==> src/rtl/shift_rotate_seq.sv <==
// shift_rotate_seq: serial WIDTH-bit shift/rotate unit with valid/ready handshakes
module shift_rotate_seq #(
    parameter int WIDTH   = 8,
    parameter int SHAMT_W = $clog2(WIDTH) + 1
) (
    input  logic               clk,
    input  logic               rst,
    input  logic               in_valid,
    output logic               in_ready,
    input  logic [WIDTH-1:0]   in_data,
    input  logic [SHAMT_W-1:0] in_shamt,
    input  logic               in_dir,
    input  logic [1:0]         in_mode,
    input  logic               in_fill,
    output logic               out_valid,
    input  logic               out_ready,
    output logic [WIDTH-1:0]   out_data,
    output logic               out_carry,
    output logic               busy
);
    typedef enum logic [1:0] {IDLE, SHIFT, DONE} state_t;

    state_t             state, state_n;
    logic [SHAMT_W-1:0] cnt;
    logic               dir, fill;
    logic [1:0]         mode;
    logic [WIDTH-1:0]   step;
    logic               step_carry, lfill, rfill, accept;

    assign in_ready  = (state == IDLE) && !rst;
    assign out_valid = state == DONE;
    assign busy      = state != IDLE;
    assign accept    = in_valid && in_ready;

    // one-bit step of the working register; arithmetic left forces a zero fill
    always_comb begin
        lfill      = mode == 2'b01 ? out_data[WIDTH-1] : (mode == 2'b10 ? 1'b0 : fill);
        rfill      = mode == 2'b01 ? out_data[0] : (mode == 2'b10 ? out_data[WIDTH-1] : fill);
        step       = dir ? {rfill, out_data[WIDTH-1:1]} : {out_data[WIDTH-2:0], lfill};
        step_carry = dir ? out_data[0] : out_data[WIDTH-1];
    end

    // next state: zero amount skips straight to DONE, last step leaves SHIFT
    always_comb begin
        state_n = state;
        case (state)
            IDLE:    state_n = accept ? (in_shamt == '0 ? DONE : SHIFT) : IDLE;
            SHIFT:   state_n = cnt == SHAMT_W'(1) ? DONE : SHIFT;
            DONE:    state_n = out_ready ? IDLE : DONE;
            default: state_n = IDLE;
        endcase
    end

    // state, operand latch and serial datapath; reset discards any operation
    always_ff @(posedge clk) begin
        if (rst) begin
            state     <= IDLE;
            cnt       <= '0;
            out_data  <= '0;
            out_carry <= 1'b0;
            dir       <= 1'b0;
            mode      <= 2'b00;
            fill      <= 1'b0;
        end else begin
            state <= state_n;
            if (accept) begin
                out_data  <= in_data;
                out_carry <= 1'b0;
                cnt       <= in_shamt;
                dir       <= in_dir;
                mode      <= in_mode;
                fill      <= in_fill;
            end else if (state == SHIFT) begin
                out_data  <= step;
                out_carry <= step_carry;
                cnt       <= cnt - 1'b1;
            end
        end
    end
endmodule

==> config.mk <==
export PLATFORM = sky130hd
export DESIGN_NAME = shift_rotate_seq
export DESIGN_NICKNAME = d
export VERILOG_FILES = /design/src/rtl/shift_rotate_seq.sv
export SDC_FILE = /design/constraint.sdc
export NUM_CORES = 1
export LEC_CHECK = 0
export ABC_AREA = 1
export CAP_MARGIN = 20
export CELL_PAD_IN_SITES_DETAIL_PLACEMENT = 0
export CELL_PAD_IN_SITES_GLOBAL_PLACEMENT = 1
export CORE_ASPECT_RATIO = 0.9
export CORE_UTILIZATION = 29
export CTS_BUF_LIST = sky130_fd_sc_hd__clkbuf_4
export DETAILED_ROUTE_END_ITERATION = 6
export PLACE_DENSITY_LB_ADDON = 0.1
export SYNTH_ARGS = -nofsm -noshare
export SYNTH_HDL_FRONTEND = slang
export SYNTH_SLANG_ARGS = --single-unit
==> constraint.sdc <==
create_clock -name clk -period 1.4 [get_ports clk]
set_clock_uncertainty 0.15 [all_clocks]
set_input_delay 0.14 -clock clk [delete_from_list [all_inputs] [get_ports clk]]
set_output_delay 0.14 -clock clk [all_outputs]
set_load 0.02 [all_outputs]
==> summary.txt, run 1 <==
Yosys
  • Mux share of post-synthesis cell area: 0
  • Post-synthesis xor/xnor area fraction: 0
  • Compound-gate portion of the synthesized area: 0.155
  • Asr flop ratio synth: 0
  • Sequential share of the synthesized area: 0.368
  • Synth Register Bits: 19
  • Syn_nets: between 150 and 200
  • Yosys cell types: 21
  • Simple-gate share of the synthesized area: 0.339
  • Top_reg_cell synth: dfxtp_1
  • Syn_area_per_cell: 6.59 µm²
  • Adder-Cell Fraction of Synth Area: 0.0242
  • Synthesized cell area: between 1000 and 1500 µm²
  • Largest family of logic cells by synthesized area: simple AND/OR/NAND/NOR gates
  • Cells after Synth: 157
  • Post-synth EDFFs: 0
  • Number of synthesis warnings: 0

Clock tree
  • Clock-pin slew on the worst setup and hold paths: approximately 130 ps
  • Post-CTS Setup Inserts: 0
  • Hold_buf cts: 0
  • H-tree Lvls: 1
  • Clock Sinks: 19
  • CTS root buf: clkbuf_4
  • Clk Latency, worst-skew pair: 300 ps
  • Clock Tree Buf Depth: 2
  • CTS tree: yes
  • CTS Buf Count: 3

Floorplanning
  • Die Ht: 58.7 µm
  • Full die area: 3810 µm²
  • Core Rows: 20
  • Initial Util: 0.304
  • Core Region: 3400 µm²
  • Ports: 32
  • Die width: about 65 µm

GRT
  • GRT Overall Usage: 0.166
  • Largest net degree at the start of global routing: 16
  • First-pass GRT wire length: 4770 µm
  • Initial antenna violation count: 0
  • GR Overflow Total: 0
  • Number of global-route vias before repair: 1112

Critical path
  • Crit path kind: reg2reg
  • CP delay by family, top: simple AND/OR/NAND/NOR gates
  • Cell Chain, Critical Path: nor2_2, buf_4, nand3_4, nand2_4, clkinvlp_4, a21oi_2, nor2_1
  • Crit end category: flip-flop
  • Worst Path Max Fanout: 6
  • Crit start category: flip-flop
  • Worst path bufs/invs: 2
  • Worst path arrival time: 1420 ps
  • Crit path largest cell delay: 340 ps
  • Slowest-stage cell, CP: dfxtp_2
  • CP required: approximately 1500 ps

Run status
  • Run status: finished, final reports clean

Drt
  • Vias post-DR: between 1000 and 1500
  • DRC: 0
  • Detail-routed via count per cell: 4.67
  • DR pass1 iterations: 4
  • Initial drt markers: between 50 and 60
  • Final WL: 2850 µm
  • DRT antenna net count: 0
  • Routed len/inst: 11.4 µm

Timing
  • Fin crit period: 1370 ps
  • Fmax: 0.728 GHz
  • Setup_tns: 0 ps
  • Hold slack: 242 ps
  • Final setup violation count: 0
  • Fin. max-slew vios: 0
  • Final Cycle Share: 0.981
  • Relative slew slack: 0.841
  • Fin. Hold Viols: 0
  • Worst Tran Pin Value: 238 ps
  • RSZ-0062 raised after global routing: true
  • Final setup margin: about 26 ps

Pwr
  • Max IR drop VDD: between 0.4 and 0.5 mV
  • Power Dens Cells: 867 nW/µm²
  • Total power: 1.37 mW
  • Pleak: between 0.6 and 0.7 nW

Placed design
  • Post-DP Area: 1520 µm²
  • IO buf count: 31
  • GPL Wtd Cong: between 0.8 and 0.9
  • Post-DP HPWL: 2190 µm
  • Pre-CTS setup slack: -296 ps

Finish
  • Filler cell count: 364
  • Antenna Cells: 0
  • Commonest non-fill, non-tap cells in the layout: nand2_1 (43), clkdlybuf4s50_1 (19), buf_4 (19), nand3_1 (16), dfxtp_1 (16)
  • Layout net count: 230
  • Layout area overhead: 52.4%
  • Layout cells sized above 1: 0.208
  • Commonest non-fill, non-tap cell in the layout: nand2_1
  • Final Cell Area: 1580 µm²

Hold path
  • HP Class: in2reg

Job
  • Max_cap viols: 0
==> registers in the layout, indices dropped and copies added (netlist names) <==
signal     flops
cnt            4
out_data       8
out_carry      1
dir            1
mode           2
state          2
fill           1
==> cell usage after synthesis (2+ instances only) <==
library cell / instances / area [µm²]
nand3_1: 16 / 80.1
nor2_1: 11 / 41.3
a31oi_1: 6 / 37.5
inv_1: 18 / 67.6
o22ai_1: 2 / 12.5
ha_1: 2 / 25.0
or2_2: 2 / 12.5
a21oi_1: 11 / 55.1
nor3_1: 3 / 15.0
nand2_1: 44 / 165
buf_6: 3 / 33.8
o21ai_0: 11 / 55.1
dfxtp_1: 19 / 380
clkbuf_1: 2 / 7.51
==> where the power goes <==
part / internal [mW] / switching (mW) / leakage (nW)
Clock: 0.106 / 0.183 / 0.0177
Combinational: 0.222 / 0.241 / 0.515
Sequential: 0.587 / 0.0278 / 0.157
==> logic make-up (layout without fill, tap and decap cells) <==
family / count (synthesis) / count (layout)
buffers and inverters: 25 / 75
AOI/OAI and AO/OA: 30 / 30
adders and majority gates: 2 / 2
and+or+nand+nor: 81 / 81
DFF: 19 / 19
==> layout make-up <==
class	count	area, µm²	share of cell area
multi-input combinational	113	566	0.359
sequential	19	384	0.244
inverter	20	90.1	0.0571
clock buffer	3	22.5	0.0143
timing repair buffer	51	454	0.288
tap	44	55.1	0.0349
clock inverter	1	5.00	0.00317
==> worst paths after layout <==
path	end	slack [ps]	startpoint	cells after the start
hold reg to reg	cnt[1]	350	cnt[1]	2
setup / recovery	cnt[0]	30	state[0]	7
hold / removal	out_data[2]	240	in_data[2]	3
setup reg to reg	cnt[0]	30	state[0]	7
==> per-layer routing <==
metal | part of all wire | GRT usage | vias to the layer above | wire length, µm
li1 | - | - | 614 | -
met1 | 0.46 | 0.185 | 526 | 1310
met2 | 0.49 | 0.308 | 30 | 1400
met3 | 0.044 | 0.0465 | 2 | 126
met4 | 0.0070 | 0.0444 | 0 | 20
met5 | 0 | 0 | - | 0
==> stage by stage <==
stage,util,instances
after CTS,0.454,251
after global placement,0.447,247
after floorplan,-,157
final,0.463,251
after global routing,0.463,251
after detailed placement,0.447,247
==> worst min-delay path: stages <==
cell             delay [ps]
clkdlybuf4s50_1         400
nand2_1                  60
a31oi_1                  70
==> what timing repair did <==
action,in CTS,in global routing
endpoints found under the setup margin,23,16
endpoints found under the hold margin,0,0
gates resized for setup,27,11
pin swaps,3,3
Power figures use the tool's default switching activity.
==> inputs of run 2 (changes only) <==
Settings changed: CORE_MARGIN set to 4, SKIP_LAST_GASP set to 1.
==> run 2 against run 1 <==
Against the previous run:
- the flow now finishes with violations (setup timing)
- non-clock buffer count increased by 1
- cell area increased by 2.2%
- first-iteration DRC count decreased by 44%
- sequential power about the same
- cell count increased by 0.40%
- routed wire length increased by 6.0%
- critical path depth increased by 1
- sequential cell count unchanged
- via count about the same
- utilization increased by 1.0 points
- clock power increased by 8.0%
- critical path type unchanged
- largest power group unchanged
- highest routed layer unchanged
==> summary.txt, run 2 (synthesis results as in run 1) <==
Timing
  • RSZ-0062 raised after global routing: true
  • Fin crit period: 1410 ps
  • Final setup margin: -8.47 ps
  • Worst Tran Pin Value: ~220 ps
  • Final Cycle Share: 1.01
  • Final setup violation count: 1
  • Fin. max-slew vios: 0
  • Fin. Hold Viols: 0
  • Relative slew slack: 0.851
  • Fmax: 0.710 GHz

Clock tree
  • CTS Buf Count: 3
  • Clock Tree Buf Depth: 2
  • Post-CTS Setup Inserts: 0
  • H-tree Lvls: 1
  • CTS root buf: clkbuf_4
  • Clock-pin slew on the worst setup and hold paths: ~120 ps
  • Clock Sinks: 19
  • CTS tree: yes
  • Clk Latency, worst-skew pair: around 300 ps

Finish
  • Filler cell count: 363
  • Register with the most flip-flops: out_data
  • Layout area overhead: 55.7%
  • Final Cell Area: 1610 µm²
  • Top Registers: out_data (8), cnt (4)
  • Commonest non-fill, non-tap cells in the layout: nand2_1 (43), clkdlybuf4s50_1 (19), buf_4 (19), inv_1 (16), nand3_1 (16)
  • Antenna Cells: 0
  • Layout cells sized above 1: 0.216
  • Max FFs per register: 8
  • Layout net count: 231
  • Commonest non-fill, non-tap cell in the layout: nand2_1

Pwr
  • Power Dens Cells: 867 nW/µm²
  • Max IR drop VDD: 0.654 mV
  • Pleak: a little over 0.7 nW
  • Total power: 1.40 mW

Drt
  • Initial drt markers: 29
  • DRT antenna net count: 0
  • Final WL: 3020 µm
  • Vias post-DR: 1171
  • Routed len/inst: 12.0 µm
  • Detail-routed via count per cell: approximately 4.6
  • DRC: 0
  • DR pass1 iterations: 6

Critical path
  • Worst path arrival time: 1480 ps
  • Crit end category: flip-flop
  • Crit start category: flip-flop
  • CP required: 1470 ps
  • Crit path kind: reg2reg
  • Worst Path Max Fanout: 7

Floorplanning
  • Die width: 71.0 µm
  • Full die area: 4590 µm²
  • Core Rows: 20
  • Core Region: 3400 µm²
  • Die Ht: 64.7 µm
  • Ports: 32
  • Initial Util: 0.304

Placed design
  • GPL Wtd Cong: 0.823
  • IO buf count: 31
  • Post-DP Area: 1520 µm²
  • Pre-CTS setup slack: -302 ps
  • Post-DP HPWL: 2190 µm

GRT
  • GRT Overall Usage: 0.141
  • First-pass GRT wire length: 5200 µm
  • Largest net degree at the start of global routing: 13
  • GR Overflow Total: 0
  • Initial antenna violation count: 0
  • Number of global-route vias before repair: 1185

Job
  • Max_cap viols: 0

Run status
  • Run status: finished, violations left
  • Failing checks: setup timing

Hold path
  • HP Class: in2reg
run 2: changes by cell type in the layout (fill, tap and decap cells not counted), sizes merged:
cell      previous run  this run
clkbuf               3         5
clkinvlp             2         0
inv                 18        19
run 2: critical path, cell delays in order, from the launching register on:
cell and delay [ps]:
dfxtp_2 350, nor2_4 120, buf_6 110, nand3_4 120
buf_12 180, nand3b_1 70, nand2_1 70, nor2_1 110
nor2_1 50
run 2: area by class of cell:
type / instances / area (µm²) / share of cell area
Timing Repair Buffer: 52 / 482 / 0.299
Sequential cell: 19 / 385 / 0.239
Inverter: 20 / 87.6 / 0.0543
Clock buffer: 4 / 30.0 / 0.0186
Multi-Input combinational cell: 113 / 572 / 0.355
Tap cell: 44 / 55.1 / 0.0342
run 2: metal layers:
metal	share of wire	vias to the layer above	GRT usage
li1	-	615	-
met1	0.47	524	0.168
met2	0.47	28	0.247
met3	0.051	4	0.0403
met4	0.0096	0	0.0399
met5	0	-	0
run 2: metrics by stage:
step	hold WS [ps]	utilization	std cells	TNS, ps
3_3_place_gp	315	0.447	247	-4240
5_1_grt	226	0.474	252	-866
3_5_place_dp	323	0.447	247	-4770
4_1_cts	201	0.464	252	-214
6_report	216	0.474	252	-8.47
2_1_floorplan	59.4	-	157	0
run 2: where the power goes:
group | internal [mW] | switching, mW | total [mW]
clock network | 0.130 | 0.182 | 0.312
logic | 0.227 | 0.242 | 0.469
registers | 0.588 | 0.0285 | 0.616
total | 0.946 | 0.452 | 1.40
run 2: final timing paths:
kind	from	to	slack, ps	depth (start not counted)
worst max-delay path	state[1]	out_data[7]	-8	8
worst min-delay path	in_fill	fill	220	3
worst max register to register	state[1]	out_data[7]	-8	8
worst min register to register	fill	fill	360	2
run 2: timing repair:
item,in CTS,in global routing
hold buffers,0,0
endpoints found under the setup margin,24,23
pin swaps,1,7
resized for setup,26,15
cloned,1,0
